## src/rtl/display7_pkg.sv

```systemverilog
//------------------------------------------------------------------------------
// Module  : display7_pkg
// Purpose : Shared constants and helpers for the 7-segment scan driver.
// Rev     : 1.0  initial release
//------------------------------------------------------------------------------
`default_nettype none

package display7_pkg;

  // Active-high gfedcba patterns, entry k at bits [7k+6:7k], hex 0..F.
  localparam logic [16*7-1:0] SEG_TABLE = {
    7'h71, 7'h79, 7'h5E, 7'h39, 7'h7C, 7'h77, 7'h6F, 7'h7F,
    7'h07, 7'h7D, 7'h6D, 7'h66, 7'h4F, 7'h5B, 7'h06, 7'h3F
  };

  localparam logic [6:0] SEG_OFF = 7'h7F;

  // Bit k set when digit k is a leading zero; disabled digits read as zero.
  function automatic logic [15:0] lzb_mask(input logic [63:0] nibbles,
                                           input logic [15:0] en,
                                           input int          digits);
    logic [15:0] mask;
    logic        higher_zero;
    logic        is_zero;
    mask        = '0;
    higher_zero = 1'b1;
    for (int k = 15; k >= 1; k--) begin
      if (k < digits) begin
        is_zero     = !en[k] || (nibbles[4*k +: 4] == 4'h0);
        mask[k]     = higher_zero && is_zero;
        higher_zero = higher_zero && is_zero;
      end
    end
    return mask;
  endfunction

endpackage

`default_nettype wire

```

## src/rtl/seg7_hex_decode.sv

```systemverilog
//------------------------------------------------------------------------------
// Module  : seg7_hex_decode
// Purpose : Combinational hex nibble to active-low 7-segment pattern.
// Rev     : 1.0  initial release
//------------------------------------------------------------------------------
`default_nettype none

module seg7_hex_decode
  import display7_pkg::*;
(
  input  logic [3:0] nib_i,
  output logic [6:0] seg_o
);

  always_comb begin
    seg_o = ~SEG_TABLE[7*nib_i +: 7];
  end

endmodule

`default_nettype wire

```

## src/rtl/display7_scan.sv

```systemverilog
//------------------------------------------------------------------------------
// Module  : display7_scan
// Purpose : Time-multiplexed common-anode 7-segment scanner with LZB.
// Rev     : 1.0  initial release
//------------------------------------------------------------------------------
`default_nettype none

module display7_scan
  import display7_pkg::*;
#(
  parameter int DIGITS = 8,
  parameter int DIV    = 100000,
  parameter int BLANK  = 16
) (
  input  logic                  iClk,
  input  logic                  iRst,
  input  logic [4*DIGITS-1:0]   iData,
  input  logic [DIGITS-1:0]     iDp,
  input  logic [DIGITS-1:0]     iEn,
  input  logic                  iLzb,
  output logic [6:0]            oSeg,
  output logic                  oDp,
  output logic [DIGITS-1:0]     oAn,
  output logic                  oFrame
);

  localparam int CW = (DIV > 1) ? $clog2(DIV) : 1;
  localparam int IW = $clog2(DIGITS);
  localparam logic [CW-1:0] CNT_LAST = CW'(DIV - 1);
  localparam logic [CW-1:0] CNT_BLANK = CW'(BLANK);
  localparam logic [IW-1:0] IDX_LAST = IW'(DIGITS - 1);

  logic [CW-1:0]         cnt_q, cnt_d;
  logic [IW-1:0]         idx_q, idx_d;
  logic                  first_q;
  logic [4*DIGITS-1:0]   data_q;
  logic [DIGITS-1:0]     dp_sh_q;
  logic [DIGITS-1:0]     en_q;
  logic                  lzb_q;
  logic [DIGITS-1:0]     an_q, an_d;
  logic [6:0]            seg_q, seg_d;
  logic                  dp_q, dp_d;
  logic                  frame_q, frame_d;

  logic                  w_wrap;
  logic                  w_snap;
  logic                  w_dark;
  logic [3:0]            w_nib;
  logic [6:0]            w_dec_seg;
  logic [DIGITS-1:0]     w_lzb_mask;

  seg7_hex_decode u_dec (
    .nib_i (w_nib),
    .seg_o (w_dec_seg)
  );

  always_comb begin
    w_wrap = (cnt_q == CNT_LAST);
    cnt_d  = w_wrap ? '0 : cnt_q + 1'b1;
    idx_d  = idx_q;
    if (w_wrap) begin
      idx_d = (idx_q == IDX_LAST) ? '0 : idx_q + 1'b1;
    end
    // Shadows reload only at frame end so a frame is never torn.
    w_snap = first_q || (w_wrap && (idx_q == IDX_LAST));
  end

  always_comb begin
    w_nib      = data_q[4*idx_q +: 4];
    w_lzb_mask = DIGITS'(lzb_mask(64'(data_q), 16'(en_q), DIGITS));
    w_dark     = !en_q[idx_q] || (cnt_q < CNT_BLANK) || (lzb_q && w_lzb_mask[idx_q]);
    an_d       = w_dark ? '1 : ~(DIGITS'(1) << idx_q);
    seg_d      = w_dark ? SEG_OFF : w_dec_seg;
    dp_d       = w_dark ? 1'b1 : ~dp_sh_q[idx_q];
    frame_d    = (cnt_q == '0) && (idx_q == '0);
  end

  always_ff @(posedge iClk) begin
    if (iRst) begin
      cnt_q   <= '0;
      idx_q   <= '0;
      first_q <= 1'b1;
      data_q  <= '0;
      dp_sh_q <= '0;
      en_q    <= '0;
      lzb_q   <= 1'b0;
      an_q    <= '1;
      seg_q   <= SEG_OFF;
      dp_q    <= 1'b1;
      frame_q <= 1'b0;
    end else begin
      cnt_q   <= cnt_d;
      idx_q   <= idx_d;
      first_q <= 1'b0;
      if (w_snap) begin
        data_q  <= iData;
        dp_sh_q <= iDp;
        en_q    <= iEn;
        lzb_q   <= iLzb;
      end
      an_q    <= an_d;
      seg_q   <= seg_d;
      dp_q    <= dp_d;
      frame_q <= frame_d;
    end
  end

  assign oAn    = an_q;
  assign oSeg   = seg_q;
  assign oDp    = dp_q;
  assign oFrame = frame_q;

endmodule

`default_nettype wire
```

## config.mk

```make
export PLATFORM = sky130hd
export DESIGN_NAME = display7_scan
export DESIGN_NICKNAME = d
export VERILOG_FILES = /design/src/rtl/display7_pkg.sv /design/src/rtl/seg7_hex_decode.sv /design/src/rtl/display7_scan.sv
export SDC_FILE = /design/constraint.sdc
export NUM_CORES = 1
export LEC_CHECK = 0
export BUFFER_PORTS_ARGS = -buffer_cell sky130_fd_sc_hd__buf_2
export CORE_AREA = 2 2 95 97
export CTS_CLUSTER_DIAMETER = 200
export DETAILED_ROUTE_END_ITERATION = 6
export DIE_AREA = 0 0 97 99
export PLACE_DENSITY = 0.78
export SLEW_MARGIN = 15
export SYNTH_ARGS = -nofsm -noshare
export SYNTH_HDL_FRONTEND = slang
export SYNTH_SLANG_ARGS = --single-unit
```

## constraint.sdc

```tcl
create_clock -name iClk -period 4.49 [get_ports iClk]
set_input_delay 1.1225 -clock iClk [delete_from_list [all_inputs] [get_ports iClk]]
set_output_delay 1.1225 -clock iClk [all_outputs]
set_load 0.005 [all_outputs]
```

**Yosys cells after proc, flatten, opt, wreduce, memory -nomap -nowiden**

Index checks and enable logic that the tools add are counted.
W data, S select, Z words.

- Register bits after elaboration: 87
- Output and inout bits: 17
- Logic and storage cells: 70

- Add/subtract/negate cells: 2
- Multipliers: 1
- Magnitude comparators: 2
- Equality and inequality tests: 2
- Shift operators: 3
- Muxes and demuxes: 8
- Bitwise gates (word level): 3
- Reduce and logical (&&, ||, !) cells: 38

Operators by type and width:

| cell | count |
|---|---|
| $shiftx A112 B8 Y7 const A | 1 |
| $shiftx A32 B6 Y4 | 1 |
| $logic_not A4 Y1 | 7 |
| $add A17 B1 Y17 const B | 1 |
| $eq A17 B17 Y1 const B | 1 |
| $logic_not A17 Y1 | 1 |
| $lt A17 B5 Y1 const B | 1 |
| $logic_or A1 B1 Y1 | 10 |
| $bmux W1 S3 | 3 |
| $logic_and A1 B1 Y1 | 9 |
| $logic_not A1 Y1 | 8 |
| $not A8 Y8 | 1 |
| $shl A1 B3 Y8 const A | 1 |
| $mul A3 B4 Y7 const A | 1 |
| $not A7 Y7 | 1 |
| $lt A3 B4 Y1 const B | 1 |
| $mux W1 | 4 |
| $reduce_or A2 Y1 | 2 |
| $add A3 B1 Y3 const B | 1 |
| $eq A3 B3 Y1 const B | 1 |
| $logic_not A3 Y1 | 1 |
| $mux W3 | 1 |
| $not A1 Y1 | 1 |

**Logic depth before layout (Yosys ltp)**

- Depth after elaboration: 13
- Mapped depth: 11
- Mapped depth without buffers: 9

**Hierarchy**

From an unflattened synthesis, not the netlist that was laid out.

- Cells, all modules: 456
- Area, all modules: 4495.6 µm²

By module, submodules not included:

| module | instances | cells an instance | area an instance (µm²) |
|---|---|---|---|
| display7_scan | 1 | 425 | 4242.8 |
| seg7_hex_decode | 1 | 31 | 252.7 |

**Worst setup path before layout**

No wires, ideal clock.

- Kind: register to register
- From: reg idx_q[0]
- To: reg seg_q[5] (netlist: oSeg[5])
- Library setup time: 0.148 ns
- Arrival time: 2.326 ns
- Data required time: 4.342 ns
- Path slack: 2.016 ns
- Stages on the path, launching flop included: 11
- Path through: dfxtp_1 > buf_4 > buf_2 > mux4_2 > mux2i_1 > inv_1 > ha_1 > inv_1 > nor2_1 > a21oi_1 > o221ai_1

- Word-level cells in the longest chain between the ends: 6
- Elaborated cells on any way between the ends: 13

RTL lines:

| element | line | source |
|---|---|---|
| start, declared | display7_scan.sv:34 | `logic [IW-1:0] idx_q, idx_d;` |
| start signal, assigned | display7_scan.sv:93 | `idx_q <= idx_d;` |
| parallel branches: the longest is 6 deep, another holds $mul A3 B4 Y7 | n/a |  |
| end signal, assigned | display7_scan.sv:102 | `seg_q <= seg_d;` |
| end, declared | display7_scan.sv:41 | `logic [6:0] seg_q, seg_d;` |

Parallel ways; which one is timed is not known. The select of a mux whose other input is x is not followed.
A chain may end at the register's enable or synchronous reset.

**Worst setup path in the final report**

Same ends and word-level chain as after synthesis.

==> out/qor.txt <==
CRITICAL PATH
------------------------------------------------------------------------------------------------------
Required time of the worst setup path                                                          4.68 ns
Crit-path max FO                                                                                    19
Crit path arrival time                                                                         3.21 ns
Nature of the critical path endpoint                                                         flip-flop
Source of the worst register-to-register timing path                                          idx_q[0]
Worst-path cell chain                                                                     mux4_2 -> mux2i_1 -> inv_1 -> ha_1 -> inv_1 -> nor2_1 -> a21oi_1 -> o221ai_1
Critical path's top delay family                                                          multiplexers
Critical path class                                                                       flip-flop to flip-flop
Type of element launching the critical path                                                  flip-flop
Worst Reg2Reg Path Length in Cells                                                                   8
Cell type of the slowest stage on the worst timing path                                   sky130_fd_sc_hd__dfxtp_1
Cell count along the critical path                                                                   8
WP buf/inv                                                                                           2
Most prevalent standard cell on the critical path                                         sky130_fd_sc_hd__inv_1
Crit path largest cell delay                                                                   0.93 ns
Critical path origin                                                                          idx_q[0]

ROUTING
------------------------------------------------------------------------------------------------------
Detail-routed net length per standard cell                                                     15.0 um
Aggregate routed wire length                                                                   8.26 mm
Drt first-iter violations                                                                          185
Detailed-router iteration count before antenna repair                                                4
Vias after detailed routing                                                                       2879
Post-DRT Antenna Nets                                                                                0
Number of DRC violations after detailed routing                                                      0
Avg Vias per Cell                                                                                 5.23

STA
------------------------------------------------------------------------------------------------------
Unrepaired setup endpoints after global routing                                                  false
Achievable Freq                                                                                332 MHz
Period Utilization, post-route                                                                   67.2%
Final count of hold timing violations                                                                0
Number of max-slew violations in the final report                                                    0
Worst slew margin                                                                                30.8%
Crit path time final                                                                           3.02 ns
Clock Skew                                                                                  0.00641 ns
Setup violation total in the final timing report                                                     0
Aggregate negative setup slack                                                                    0 ns
Slew at the pin with the worst max-slew slack                                                  1.04 ns

PLACEMENT
------------------------------------------------------------------------------------------------------
DPL Wire Length                                                                                6.08 mm
Placed cell areas                                                                          0.00425 mm2
Gpl congestion                                                                                   0.909
Count of input and output buffers                                                                   67

CLOCK NETWORK
------------------------------------------------------------------------------------------------------
Clock tree root driver cell                                                               sky130_fd_sc_hd__clkbuf_8
Count of clock tree sinks                                                                           87
CTS hold repair buffers                                                                              0
Buffer depth of the longest clock path                                                               2
Clock latency of the later-clocked register in the worst-skew pair                             0.35 ns
Clock transition at the register clock pins on the worst setup and hold paths after CTS        0.08 ns
Total clock buffers created by CTS                                                                   9
Htree depth                                                                                          3
Post-CTS Repair Setup Buffers                                                                        0
Post-CTS sizing                                                                                      0
Clock tree from TritonCTS                                                                          yes

FLOORPLAN
------------------------------------------------------------------------------------------------------
Die area                                                                                   0.00960 mm2
Starting density of the core                                                                     45.2%
Number of core rows                                                                                 34
Floorplan die width                                                                              97 um
# IOs                                                                                               68
Chip height                                                                                      99 um
Standard cell core area                                                                    0.00855 mm2

SYNTH
------------------------------------------------------------------------------------------------------
Number of register bits inferred by synthesis                                                       87
Warnings from Yosys                                                                                  0
Number of flops mapped to enable cells by yosys                                                      0
Library cell with the largest summed area after synthesis                                 sky130_fd_sc_hd__dfxtp_1
Leading register cell type out of synthesis                                               sky130_fd_sc_hd__dfxtp_1
Async set-reset flop share out of synthesis                                                         0%
Mean cell area of the mapped netlist                                                          10.1 um2
Share of the synthesized area in the top cell type                                               45.1%
Nets in the synthesized netlist                                                                    446
Sequential fraction of the synthesis area                                                        45.1%
Netlist cell types                                                                                  37
Netlist Area Pre-Place                                                                     0.00386 mm2
Post-Synthesis Cells                                                                               381
Main area contributors after synthesis                                                    sky130_fd_sc_hd__dfxtp_1, sky130_fd_sc_hd__mux2i_1, sky130_fd_sc_hd__nor2_1

FINISH
------------------------------------------------------------------------------------------------------
Share of final-layout standard cells stronger than drive strength 1                              21.7%
Diode insertion count for antenna repair                                                             0
Design Area, Final                                                                         0.00442 mm2
Most common cell after layout, fill and taps aside                                        sky130_fd_sc_hd__dfxtp_1
Area growth from synthesis to layout                                                             14.3%
Filler cell count in the final layout                                                              786
Most frequent cells in the layout                                                         sky130_fd_sc_hd__dfxtp_1, sky130_fd_sc_hd__nor2_1, sky130_fd_sc_hd__buf_2
Net total in the final layout                                                                      504

GLOBAL ROUTING
------------------------------------------------------------------------------------------------------
Pin count of the biggest net entering global routing                                                59
Global router's overall resource usage                                                           17.9%
Vias in the first global route                                                                    2838
First-pass GRT wire length                                                                     13.7 mm
Number of antenna violations at the first check in global routing                                    0
Overall overflow remaining after global route                                                        0

POWER AND IR DROP
------------------------------------------------------------------------------------------------------
Standby leakage power                                                                          1.94 nW
Max IR drop VDD                                                                               0.201 mV
Ratio of total power to cell area                                                           325 mW/mm2

HOLD PATH
------------------------------------------------------------------------------------------------------
Worst hold-check path type                                                                flip-flop to flip-flop
Min-Delay Path Depth                                                                                 1
Critical hold path startpoint                                                                 cnt_q[0]

RUN
------------------------------------------------------------------------------------------------------
Max-capacitance violation count                                                                      0

STATUS
------------------------------------------------------------------------------------------------------
Result of the run                                                                         finished, final reports clean

-- final cells by class --
| type | count | area, um2 | share of cell area, % |
|---|---|---|---|
| timing repair buffer | 69 | 350 | 7.93 |
| multi-input combinational | 261 | 1980 | 44.9 |
| clock inverter | 1 | 5.00 | 0.113 |
| inverter | 11 | 41.3 | 0.935 |
| clock buffer | 13 | 159 | 3.60 |
| tap | 108 | 135 | 3.06 |
| sequential | 87 | 1740 | 39.4 |
-- layer usage --
| metal | global-route usage, % | vias up | wire, um |
|---|---|---|---|
| li1 | - | 1437 | - |
| met1 | 23.7 | 1357 | 3890 |
| met2 | 27.3 | 71 | 3770 |
| met3 | 5.11 | 14 | 411 |
| met4 | 7.80 | 0 | 193 |
| met5 | 0 | - | 0 |
-- worst register-to-register path: stages (launching register included) --
cell and delay, ns:
sky130_fd_sc_hd__dfxtp_1 0.93, sky130_fd_sc_hd__mux4_2 0.59, sky130_fd_sc_hd__mux2i_1 0.51, sky130_fd_sc_hd__inv_1 0.14
sky130_fd_sc_hd__ha_1 0.26, sky130_fd_sc_hd__inv_1 0.10, sky130_fd_sc_hd__nor2_1 0.05, sky130_fd_sc_hd__a21oi_1 0.14
sky130_fd_sc_hd__o221ai_1 0.13
-- cell usage after synthesis, types with 2 or more instances --
| library cell | n |
|---|---|
| sky130_fd_sc_hd__mux2i_1 | 58 |
| sky130_fd_sc_hd__nand4_1 | 6 |
| sky130_fd_sc_hd__xnor2_1 | 7 |
| sky130_fd_sc_hd__nor2b_1 | 3 |
| sky130_fd_sc_hd__o21ai_0 | 3 |
| sky130_fd_sc_hd__nand2b_1 | 4 |
| sky130_fd_sc_hd__nor3_1 | 2 |
| sky130_fd_sc_hd__o41ai_1 | 5 |
| sky130_fd_sc_hd__and3_1 | 5 |
| sky130_fd_sc_hd__inv_1 | 11 |
| sky130_fd_sc_hd__a21oi_1 | 4 |
| sky130_fd_sc_hd__buf_2 | 11 |
| sky130_fd_sc_hd__nor2_1 | 73 |
| sky130_fd_sc_hd__dfxtp_1 | 87 |
| sky130_fd_sc_hd__nor4_1 | 4 |
| sky130_fd_sc_hd__buf_4 | 2 |
| sky130_fd_sc_hd__nand3_1 | 14 |
| sky130_fd_sc_hd__nand2_1 | 20 |
| sky130_fd_sc_hd__o221ai_1 | 3 |
| sky130_fd_sc_hd__xor2_1 | 8 |
| sky130_fd_sc_hd__ha_1 | 14 |
| sky130_fd_sc_hd__o211ai_1 | 4 |
| sky130_fd_sc_hd__o22ai_1 | 2 |
| sky130_fd_sc_hd__clkbuf_1 | 7 |
| sky130_fd_sc_hd__mux4_2 | 12 |
-- flip-flops by register name (all words and copies together), names as in the netlist --
register,count
first_q,1
en_q,8
oAn,8
oDp,1
oFrame,1
idx_q,3
cnt_q,17
oSeg,7
dp_sh_q,8
lzb_q,1
data_q,32
-- report_power, final --
| group | leakage, nW | internal (mW) | switching [mW] | total, mW |
|---|---|---|---|---|
| sequential | 0.713 | 0.801 | 0.0250 | 0.826 |
| clock | 0.0854 | 0.225 | 0.249 | 0.474 |
| combinational | 1.14 | 0.0667 | 0.0676 | 0.134 |
| total | 1.94 | 1.09 | 0.342 | 1.43 |
-- final timing paths --
check              to  slack (ns)
max reg2reg   oSeg[5]        1.47
min          cnt_q[0]        0.47
max           oSeg[5]        1.47
min reg2reg  cnt_q[0]        0.47
-- through the flow --
| step | total power, mW | hold WS (ns) | utilization, % | instances | setup WS [ns] |
|---|---|---|---|---|---|
| 2_1_floorplan | 0.928 | 0.430 | - | 381 | 2.02 |
| 3_5_place_dp | 0.978 | 0.453 | 49.7 | 536 | 1.46 |
| 3_3_place_gp | 0.971 | 0.444 | 49.7 | 536 | 1.63 |
| 4_1_cts | 1.44 | 0.472 | 51.7 | 550 | 1.45 |
| 5_1_grt | 1.49 | 0.502 | 51.7 | 550 | 1.14 |
| 6_report | 1.43 | 0.469 | 51.7 | 550 | 1.47 |
-- cells by family (layout without fill, tap and decap cells) --
logic type	Yosys count	in the layout	synth area share, %
AOI/OAI and AO/OA	26	26	4.89
xor gates and xnor gates	15	15	3.40
adders and majority gates	14	14	4.53
buffers and inverters	33	94	3.95
DFF	87	87	45.1
muxes	70	70	22.0
and+or+nand+nor	136	136	16.1
Note: power is estimated with default switching activity, not from simulation.
